### src/rtl/dmem_pkg.sv
// Shared types, widths and helpers for the data-memory bridge.
// Latency: n/a (package only).
// Backpressure: n/a (package only).
package dmem_pkg;

   typedef enum logic [1:0] {
      IDLE = 2'd0,
      REQ  = 2'd1,
      WAIT = 2'd2,
      DONE = 2'd3
   } dmem_state_t;

   localparam int DMEM_ADDR_W = 64;
   localparam int DMEM_DATA_W = 64;
   localparam int DMEM_STRB_W = DMEM_DATA_W / 8;

   // A byte lane is written if any bit of its mask byte is set.
   function automatic logic [DMEM_STRB_W-1:0] mask_to_strb(input logic [DMEM_DATA_W-1:0] mask);
      logic [DMEM_STRB_W-1:0] strb;
      strb = '0;
      for (int i = 0; i < DMEM_STRB_W; i++) begin
         strb[i] = |mask[8*i +: 8];
      end
      return strb;
   endfunction

endpackage

### src/rtl/dmem_bridge.sv
// Bridges the core's single-cycle RAM port onto a valid/ready memory bus.
// Latency: 3 cycles (IDLE, REQ, WAIT) on a zero-wait bus, 5 for a write+read pair; DONE follows.
// Backpressure: stall held while an access is outstanding; req fields hold until req_ready.
//
// Ports:
//   clk, rst                      clock, asynchronous active-high reset
//   RamRead*/RamWrite*            core memory-stage request (write wins ordering if both)
//   RamReadData, stall, err       registered read data, pipeline freeze, timeout pulse
//   req_*                         bus request channel (registered outputs)
//   resp_valid/resp_rdata         bus response; resp_ready high only while waiting
module dmem_bridge
   import dmem_pkg::*;
#(
   parameter int ADDR_W  = DMEM_ADDR_W,
   parameter int DATA_W  = DMEM_DATA_W,
   parameter int TIMEOUT = 255
) (
   input  logic                clk,
   input  logic                rst,
   // core side
   input  logic                RamReadEnable,
   input  logic [ADDR_W-1:0]   RamReadAddr,
   input  logic                RamWriteEnable,
   input  logic [ADDR_W-1:0]   RamWriteAddr,
   input  logic [DATA_W-1:0]   RamWriteData,
   input  logic [DATA_W-1:0]   RamWriteMask,
   output logic [DATA_W-1:0]   RamReadData,
   output logic                stall,
   output logic                err,
   // bus side
   output logic                req_valid,
   input  logic                req_ready,
   output logic                req_write,
   output logic [ADDR_W-1:0]   req_addr,
   output logic [DATA_W-1:0]   req_wdata,
   output logic [DATA_W/8-1:0] req_wstrb,
   input  logic                resp_valid,
   input  logic [DATA_W-1:0]   resp_rdata,
   output logic                resp_ready
);

   localparam int STRB_W = DATA_W / 8;
   localparam int TCNT_W = $clog2(TIMEOUT + 1);

   dmem_state_t       r_state;
   logic              r_req_valid;
   logic              r_resp_ready;
   logic              r_req_write;
   logic [ADDR_W-1:0] r_req_addr;
   logic [DATA_W-1:0] r_req_wdata;
   logic [STRB_W-1:0] r_req_wstrb;
   logic              r_rd_pending;
   logic [ADDR_W-1:0] r_rd_addr;     // read address parked while the write goes first
   logic [DATA_W-1:0] r_rdata;
   logic              r_err;
   logic [TCNT_W-1:0] r_tcnt;

   logic [STRB_W-1:0] w_strb;
   logic [TCNT_W-1:0] w_tcnt_inc;

   // Mask conversion is sized by the package data width; DATA_W tracks it.
   assign w_strb = mask_to_strb(RamWriteMask);

   // Saturating increment so a stuck counter can never wrap back below TIMEOUT.
   always_comb begin
      w_tcnt_inc = r_tcnt;
      if (r_tcnt != TCNT_W'(TIMEOUT)) begin
         w_tcnt_inc = r_tcnt + 1'b1;
      end
   end

   always_ff @(posedge clk or posedge rst) begin
      if (rst) begin
         r_state      <= IDLE;
         r_req_valid  <= 1'b0;
         r_resp_ready <= 1'b0;
         r_req_write  <= 1'b0;
         r_req_addr   <= '0;
         r_req_wdata  <= '0;
         r_req_wstrb  <= '0;
         r_rd_pending <= 1'b0;
         r_rd_addr    <= '0;
         r_rdata      <= '0;
         r_err        <= 1'b0;
         r_tcnt       <= '0;
      end else begin
         r_err <= 1'b0;
         case (r_state)
            IDLE: begin
               if (RamWriteEnable) begin
                  r_req_write  <= 1'b1;
                  r_req_addr   <= RamWriteAddr;
                  r_req_wdata  <= RamWriteData;
                  r_req_wstrb  <= w_strb;
                  r_rd_pending <= RamReadEnable;
                  r_rd_addr    <= RamReadAddr;
                  r_req_valid  <= 1'b1;
                  r_state      <= REQ;
               end else if (RamReadEnable) begin
                  r_req_write  <= 1'b0;
                  r_req_addr   <= RamReadAddr;
                  r_req_wdata  <= '0;
                  r_req_wstrb  <= '0;
                  r_rd_pending <= 1'b0;
                  r_req_valid  <= 1'b1;
                  r_state      <= REQ;
               end
            end
            REQ: begin
               if (req_ready) begin
                  r_req_valid  <= 1'b0;
                  r_resp_ready <= 1'b1;
                  r_tcnt       <= '0;
                  r_state      <= WAIT;
               end
            end
            WAIT: begin
               if (resp_valid) begin
                  if (!r_req_write) begin
                     r_rdata <= resp_rdata;
                  end
                  r_resp_ready <= 1'b0;
                  if (r_rd_pending) begin
                     // Write acked: issue the parked read without returning to IDLE.
                     r_rd_pending <= 1'b0;
                     r_req_write  <= 1'b0;
                     r_req_addr   <= r_rd_addr;
                     r_req_wdata  <= '0;
                     r_req_wstrb  <= '0;
                     r_req_valid  <= 1'b1;
                     r_state      <= REQ;
                  end else begin
                     r_state <= DONE;
                  end
               end else begin
                  r_tcnt <= w_tcnt_inc;
                  if (w_tcnt_inc == TCNT_W'(TIMEOUT)) begin
                     r_err <= 1'b1;
                     if (!r_req_write) begin
                        r_rdata <= '0;
                     end
                     r_rd_pending <= 1'b0;
                     r_resp_ready <= 1'b0;
                     r_state      <= DONE;
                  end
               end
            end
            DONE: begin
               r_state <= IDLE;
            end
            default: begin
               r_state <= IDLE;
            end
         endcase
      end
   end

   // The core advances only in DONE; the following IDLE sees the next instruction.
   assign stall       = (RamReadEnable | RamWriteEnable) & (r_state != DONE);
   assign err         = r_err;
   assign RamReadData = r_rdata;
   assign req_valid   = r_req_valid;
   assign req_write   = r_req_write;
   assign req_addr    = r_req_addr;
   assign req_wdata   = r_req_wdata;
   assign req_wstrb   = r_req_wstrb;
   assign resp_ready  = r_resp_ready;

endmodule

### config.mk
export PLATFORM = sky130hd
export DESIGN_NAME = dmem_bridge
export DESIGN_NICKNAME = d
export VERILOG_FILES = /design/src/rtl/dmem_pkg.sv /design/src/rtl/dmem_bridge.sv
export SDC_FILE = /design/constraint.sdc
export NUM_CORES = 1
export LEC_CHECK = 0
export BUFFER_PORTS_ARGS = -buffer_cell sky130_fd_sc_hd__buf_2
export CAP_MARGIN = 15
export CORE_AREA = 2 2 209 211
export DETAILED_ROUTE_END_ITERATION = 6
export DIE_AREA = 0 0 211 213
export PLACE_DENSITY = 0.65
export SYNTH_ARGS = -nofsm -noshare
export SYNTH_HDL_FRONTEND = slang
export SYNTH_SLANG_ARGS = --single-unit
export TNS_END_PERCENT = 10
### constraint.sdc
create_clock -name clk -period 22.8 [get_ports clk]
set_clock_uncertainty 0.15 [all_clocks]
set_input_delay 2.28 -clock clk [delete_from_list [all_inputs] [get_ports clk]]
set_output_delay 2.28 -clock clk [all_outputs]
set_load 0.01 [all_outputs]
After elaboration in Yosys (flattened, before gate mapping)
Index checks and enable logic that the tools add are counted.
- $add $sub $neg: 1
- equality and inequality tests: 12
- multiplexer cells: 50
- bitwise gates (word level): 3
- reduce and logical (&&, ||, !) cells: 21
- operators by type and width (kind ; number):
    $mux 64 ; 12
    $pmux 64 s2 ; 2
    $reduce_or 8->1 ; 8
    $mux 8 ; 7
    $pmux 8 s2 ; 2
    $mux 1 ; 16
    $reduce_and 3->1 ; 5
    $mux 2 ; 6
    $ne 2x2->1 const B ; 5
    $add 8x1->8 const B ; 1
    $eq 8x8->1 const B ; 1
    $ne 8x8->1 const B ; 1
    $pmux 2 s4 ; 1
    $ne 3x3->1 const B ; 2
    $pmux 1 s2 ; 3
    $reduce_bool 2->1 ; 3
    $reduce_and 5->1 ; 1
    $eq 2x2->1 const B ; 2
    $reduce_and 4->1 ; 1
    $pmux 1 s3 ; 1
    $reduce_bool 3->1 ; 1
    $eq 2x1->1 const B ; 1
    $logic_not 2->1 ; 1
    $reduce_and 2->1 ; 1
    other kinds (3) ; 3
- flip-flop bits (word level): 279
- input port bits: 326
- output and inout port bits: 205
- logic and storage cells: 99

Longest topological paths before layout
Gate-level depths: netlist of run 1.
- depth in word-level cells: 6
- gate-level depth with buffers: 9
- mapped depth without buffers: 6

Least setup slack after synthesis of run 1
Ideal clock, no wire load.
- path type: input to output
- start: input RamWriteEnable
- end: output stall
- arrival time: 2.909 ns
- required time: 20.370 ns
- path slack: 17.461 ns
- cell stages on the path: 3
- buffers on the path: 1
- cells stage by stage: buf_1 -> nor2_1 -> a21oi_1
- word-level cells in the longest chain between the ends: 2
- ends and longest elaborated chain (element ; line ; source):
    start: declaration ; dmem_bridge.sv:23 ; input logic RamWriteEnable,
    $or 1x1->1 ; dmem_bridge.sv:159 ; assign stall = (RamReadEnable | RamWriteEnable) & (r_state != DONE);
    $and 1x1->1 ; dmem_bridge.sv:159 ;
    end: declaration ; dmem_bridge.sv:28 ; output logic stall,
Every way passes these cells.

Worst setup path in the final report of run 1
Ends and elaborated chain as after synthesis.

==> results of run 1 <==
==> synth_stat cells (all sizes together) (2+ instances only) <==
cell	number	share of area
dfrtp	279	0.56
nand2	152	0.046
clkbuf	86	0.026
o21ai	78	0.031
a22o	73	0.051
a21oi	72	0.029
nor2	71	0.021
inv	68	0.020
nand3	68	0.027
mux2	65	0.058
mux2i	65	0.052
o311ai	64	0.045
nor4	18	0.0095
buf	16	0.0061
nor3	6	0.0024
a31oi	5	0.0025
nand4	4	0.0020
and3	2	0.0010
nand2b	2	0.0010
nand3b	2	0.0012
nor2b	2	0.0010
==> final cells by class <==
cell class	count	area (um2)
timing repair buffer	541	2750
clock inverter	8	72.6
tap	546	683
fill	4220	25900
multi-input combinational	763	4920
inverter	68	263
sequential	279	6980
clock buffer	51	1070
antenna	2	5.00
==> logic make-up after synthesis <==
| kind of cell | synth area share |
|---|---|
| mux | 0.110 |
| simple gates | 0.115 |
| buf+inv | 0.0523 |
| compound gates | 0.164 |
| fa+ha+maj | 0.000999 |
| flops | 0.558 |
==> worst max path at each step <==
stage	from	end	slack (ps)	cells after the start
after floorplan	rst	RamReadData[0]	12680	1
after global placement	RamWriteEnable	stall	17390	4
after detailed placement	RamWriteEnable	stall	17370	4
after CTS	RamWriteEnable	stall	17360	4
after global routing	RamWriteEnable	stall	17310	4
final	RamWriteEnable	stall	17370	4
==> worst min-delay path, stage by stage (launching register included) <==
cell and delay [ps]:
dfrtp_1 330, nand2_1 40, o21ai_0 60
==> power groups by stage <==
stage | Sequential [mW] | Clock (mW) | Combinational [mW]
after floorplan | 0.882 | 0 | 0.399
after global placement | 0.827 | 0 | 0.729
after detailed placement | 0.833 | 0 | 0.752
after CTS | 0.831 | 0.565 | 0.751
after global routing | 0.859 | 0.588 | 0.826
final | 0.831 | 0.548 | 0.739
==> registers in the layout (all words and copies together) (netlist names) <==
| signal | count |
|---|---|
| err | 1 |
| resp_ready | 1 |
| r_tcnt | 8 |
| r_rd_pending | 1 |
| req_valid | 1 |
| RamReadData | 64 |
| req_write | 1 |
| req_wstrb | 8 |
| req_wdata | 64 |
| r_rd_addr | 64 |
| r_state | 2 |
| req_addr | 64 |
==> metrics by stage <==
step,cells,power (mW),utilization
6_report,2258,2.12,0.392
5_1_grt,2256,2.27,0.392
2_1_floorplan,1212,1.28,-
3_5_place_dp,2197,1.58,0.365
4_1_cts,2256,2.15,0.392
3_3_place_gp,2197,1.56,0.365
==> routing by layer <==
layer | vias up | global-route usage | part of all wire
met4 | 2 | 0.0444 | 0.020
li1 | 5264 | - | -
met5 | - | 0 | 0.00021
met2 | 360 | 0.264 | 0.47
met3 | 55 | 0.0482 | 0.068
met1 | 5363 | 0.219 | 0.44
==> metrics.txt, run 1 <==
status=finished, final reports clean; Final period util=0.238; # setup viols final=0; layout cell share with drive strength beyond 1=0.391; internal cell power=between 1 and 1.5 mW; delay of the slowest critical-path stage=between 200 and 300 ps; Yosys cell types=40; CTS tree=done; mean area per synthesized cell=10.3 um2; wire per inst=17.0 um; vias=11000; ys flop type=dfrtp_1; part of the Yosys area used for sequential elements=0.558; Slew Limit Fails=0; # DRC=0; GRT Overall Usage=0.165; Net Sw Power=0.760 mW; Clk pin slew, worst setup/hold paths=~60 ps; leading cell type in the layout, fill and taps excluded=buf_2; worst slew pin tran=1160 ps; reg2reg setup slack=a little under 20000 ps; Skew-Pair Late Insertion Delay=530 ps; Critical Path Slowest Stage Cell=buf_4; row count=76; max_slew headroom=0.225; antenna viol nets, final=0; Resized cells post-CTS=0; max frequency=0.184 GHz; clock root buffer=clkbuf_16; Area growth, synth to finish=33.8%; CP Buf/Inv Count=2; # hold bufs at CTS=0; Flop pwr share=0.392; Initial DRC Count=775; Hold Path Sink=req_addr[17]; Post-Place Setup Slack=17370 ps; Combinational Power Share=0.349; hold depth=2; Die X=around 210 um; Final HPWL DP=26100 um; worst r2r dst=req_addr[8]; Required @ worst endpoint=20370 ps; placed instance area=15600 um2; Post-layout nets=2014; fin area=about 17000 um2; CP startpoint kind=input port; CP cell instances=buf_4, nor2_1, a21oi_1, buf_2; IO Count=531; Vias/cell=about 4.9; Post-Synthesis Cells=around 1200; vias in the first global route=10700; Hold Crit Class=register to register; CTS H-tree lvls=2; Core Box Area=42700 um2; Max Fanout on Critical Path=18; max cap viols=0; Post-Route WL=38300 um; CTS max path bufs=3; Yosys warnings=0; final hold vios=0; total CTS buffers=34; Mapped Nets=~1500; peak supply drop=60.0 uV; Post-synth EDFFs=0; FF-to-FF Start=r_state[1]; most frequent cells in the layout=buf_2 (528), dfrtp_1 (279), nand2_1 (151); switching share of power=0.358; Remaining Overflow, GRT=0; Worst R2R Path Depth=5; unrepaired setup endpoints after global routing=false; hold_ws=approximately 320 ps; nature of the critical path endpoint=output pin; Post-CTS Setup Inserts=0; die height=~210 um; min Tclk post-route=5430 ps; Fin Setup TNS=0 ps; clock sinks=279; full die area=44900 um2; first-pass GRT wire length=~59000 um; WS Path Type=input port to output pin; Seq cells post-synth=about 280; largest net degree at the start of global routing=148; Initial Util=0.293; worst hold start=req_addr[17]; ys async rst share=1.00; worst setup margin=about 17000 ps; PwrDens=around 130 nW/um2; I/O Buffers=530; Worst EP arrival=approximately 3000 ps; delay-heaviest family, CP=buffers and inverters; Leak=8.64 nW; clock power share=0.259; Cell Area, Synth=12500 um2; antenna violations before repair=1; gpl congestion=0.952; router iterations before antenna repair=5
(Power assumes the default switching activity.)
==> inputs of run 2 (changes only) <==
--- a/config.mk
+++ b/config.mk
@@ -7,10 +7,10 @@
 export LEC_CHECK = 0
 export BUFFER_PORTS_ARGS = -buffer_cell sky130_fd_sc_hd__buf_2
 export CAP_MARGIN = 15
-export CORE_AREA = 2 2 209 211
+export CORE_AREA = 2 2 205 207
 export DETAILED_ROUTE_END_ITERATION = 6
-export DIE_AREA = 0 0 211 213
-export PLACE_DENSITY = 0.65
+export DIE_AREA = 0 0 207 209
+export PLACE_DENSITY = 0.68
 export SYNTH_ARGS = -nofsm -noshare
 export SYNTH_HDL_FRONTEND = slang
 export SYNTH_SLANG_ARGS = --single-unit
==> constraint.sdc (replaced) <==
create_clock -name clk -period 4.7 [get_ports clk]
set_clock_uncertainty 0.15 [all_clocks]
set_input_delay 0.47 -clock clk [delete_from_list [all_inputs] [get_ports clk]]
set_output_delay 0.47 -clock clk [all_outputs]
set_load 0.01 [all_outputs]
==> metrics.txt, run 2 (same netlist as run 1, synthesis figures left out) <==
status=finished, final reports clean; Required @ worst endpoint=roughly 5000 ps; Area growth, synth to finish=46.1%; unrepaired setup endpoints after global routing=false; WS Path Type=register to register; most frequent cells in the layout=buf_2 (528), dfrtp_1 (279), dlygate4sd3_1 (164); CP startpoint kind=register; Hold Path Sink=RamReadData[52]; Worst EP arrival=around 3000 ps; Clk pin slew, worst setup/hold paths=60 ps; CTS H-tree lvls=1; largest net degree at the start of global routing=203; Hold Crit Class=input port to register; switching share of power=0.363; Remaining Overflow, GRT=0; clock sinks=279; Max Fanout on Critical Path=41; PwrDens=about 560 nW/um2; antenna violations before repair=2; gpl congestion=0.861; Fin Setup TNS=0 ps; vias=11900; die height=209 um; Die X=207 um; Fill cells=3806; worst setup margin=1940 ps; hold depth=3; full die area=43300 um2; Worst R2R Path Depth=7; max_slew headroom=0.340; peak supply drop=285 uV; leading cell type in the layout, fill and taps excluded=buf_2; Skew-Pair Late Insertion Delay=560 ps; GRT Overall Usage=0.180; IO Count=531; final hold vios=0; FF-to-FF Start=r_tcnt[0]; max cap viols=0; Post-Route WL=40300 um; internal cell power=around 6.5 mW; worst hold start=resp_rdata[52]; clock power share=0.235; Net Sw Power=3.71 mW; clock root buffer=clkbuf_16; wire per inst=approximately 17 um; CTS tree=done; Initial DRC Count=between 800 and 900; Flop pwr share=0.397; Post-CTS Setup Inserts=0; # setup viols final=0; worst slew pin tran=slightly below 1000 ps; nature of the critical path endpoint=register; router iterations before antenna repair=7; Post-Place Setup Slack=1840 ps; first-pass GRT wire length=roughly 65000 um; worst r2r dst=RamReadData[48]; CP startpoint=r_tcnt[0]; max frequency=0.362 GHz; I/O Buffers=530; Initial Util=0.303; Leak=9.28 nW; total CTS buffers=31; combined area of the multi-input logic cells=4920 um2; Sequential Area=6980 um2; Slew Limit Fails=0; CTS max path bufs=3; row count=75; layout cell share with drive strength beyond 1=0.354; min Tclk post-route=2760 ps; Core Box Area=41300 um2; Final HPWL DP=25800 um; antenna viol nets, final=0; Final period util=0.588; Post-layout nets=~2200; Combinational Power Share=0.368; reg2reg setup slack=1940 ps; # DRC=0; vias in the first global route=12500; hold_ws=about 26 ps; Vias/cell=4.93
## run 2: changes by cell type in the layout (fill, tap and decap cells not counted), sizes merged
| cell | delta |
|---|---|
| bufinv | +1 |
| clkbuf | -7 |
| clkinv | +2 |
| dlygate4sd3 | +164 |
## run 2: area by class of cell
class / instances / share of cell area
diodes: 2 / 0.000274
clock buffers: 44 / 0.0483
clock inverters: 11 / 0.00622
inverters: 68 / 0.0142
multi-input cells: 763 / 0.269
flip-flops and latches: 279 / 0.382
well taps: 539 / 0.0369
repair buffers: 705 / 0.244
## run 2: stage by stage
stage | power, mW | util | std cells | instance area, um2
2_1_floorplan | 6.21 | - | 1212 | 12500
3_3_place_gp | 7.57 | 0.379 | 2190 | 15700
3_5_place_dp | 7.71 | 0.379 | 2190 | 15700
4_1_cts | 10.3 | 0.443 | 2408 | 18300
5_1_grt | 10.9 | 0.443 | 2411 | 18300
6_report | 10.2 | 0.443 | 2411 | 18300
## run 2: per-layer routing
layer	GRT usage	wire [um]
met2	0.304	19500
met3	0.0473	3140
met1	0.220	16300
met4	0.0690	1290
met5	0	0
## run 2: critical path, cell delays in order (launching register included)
cell and delay (ps):
dfrtp_1 470, ha_1 370, nand2_1 150, a31oi_1 80, or3_1 410, nor4_4 290, buf_4 420, o311ai_0 220
## run 2: timing repair
action | CTS | global route
resized for setup | 0 | 0
hold buffers | 163 | 1
hold endpoints to repair | 163 | 8
## run 2: worst max path at each step
stage	end	depth (start not counted)	slack, ps
2_1_floorplan	RamReadData[0]	1	390
5_1_grt	RamReadData[48]	7	1770
6_report	RamReadData[48]	7	1940
3_5_place_dp	r_rd_addr[17]	4	1840
4_1_cts	RamReadData[23]	7	1990
3_3_place_gp	r_rd_addr[58]	4	1870
## run 2: power groups by stage
| stage | registers [mW] | logic, mW | clock network, mW |
|---|---|---|---|
| floorplan | 4.28 | 1.94 | 0 |
| global placement | 4.02 | 3.55 | 0 |
| finish | 4.05 | 3.76 | 2.40 |
| global route | 4.18 | 4.16 | 2.57 |
| CTS | 4.03 | 3.77 | 2.47 |
| detailed placement | 4.05 | 3.66 | 0 |
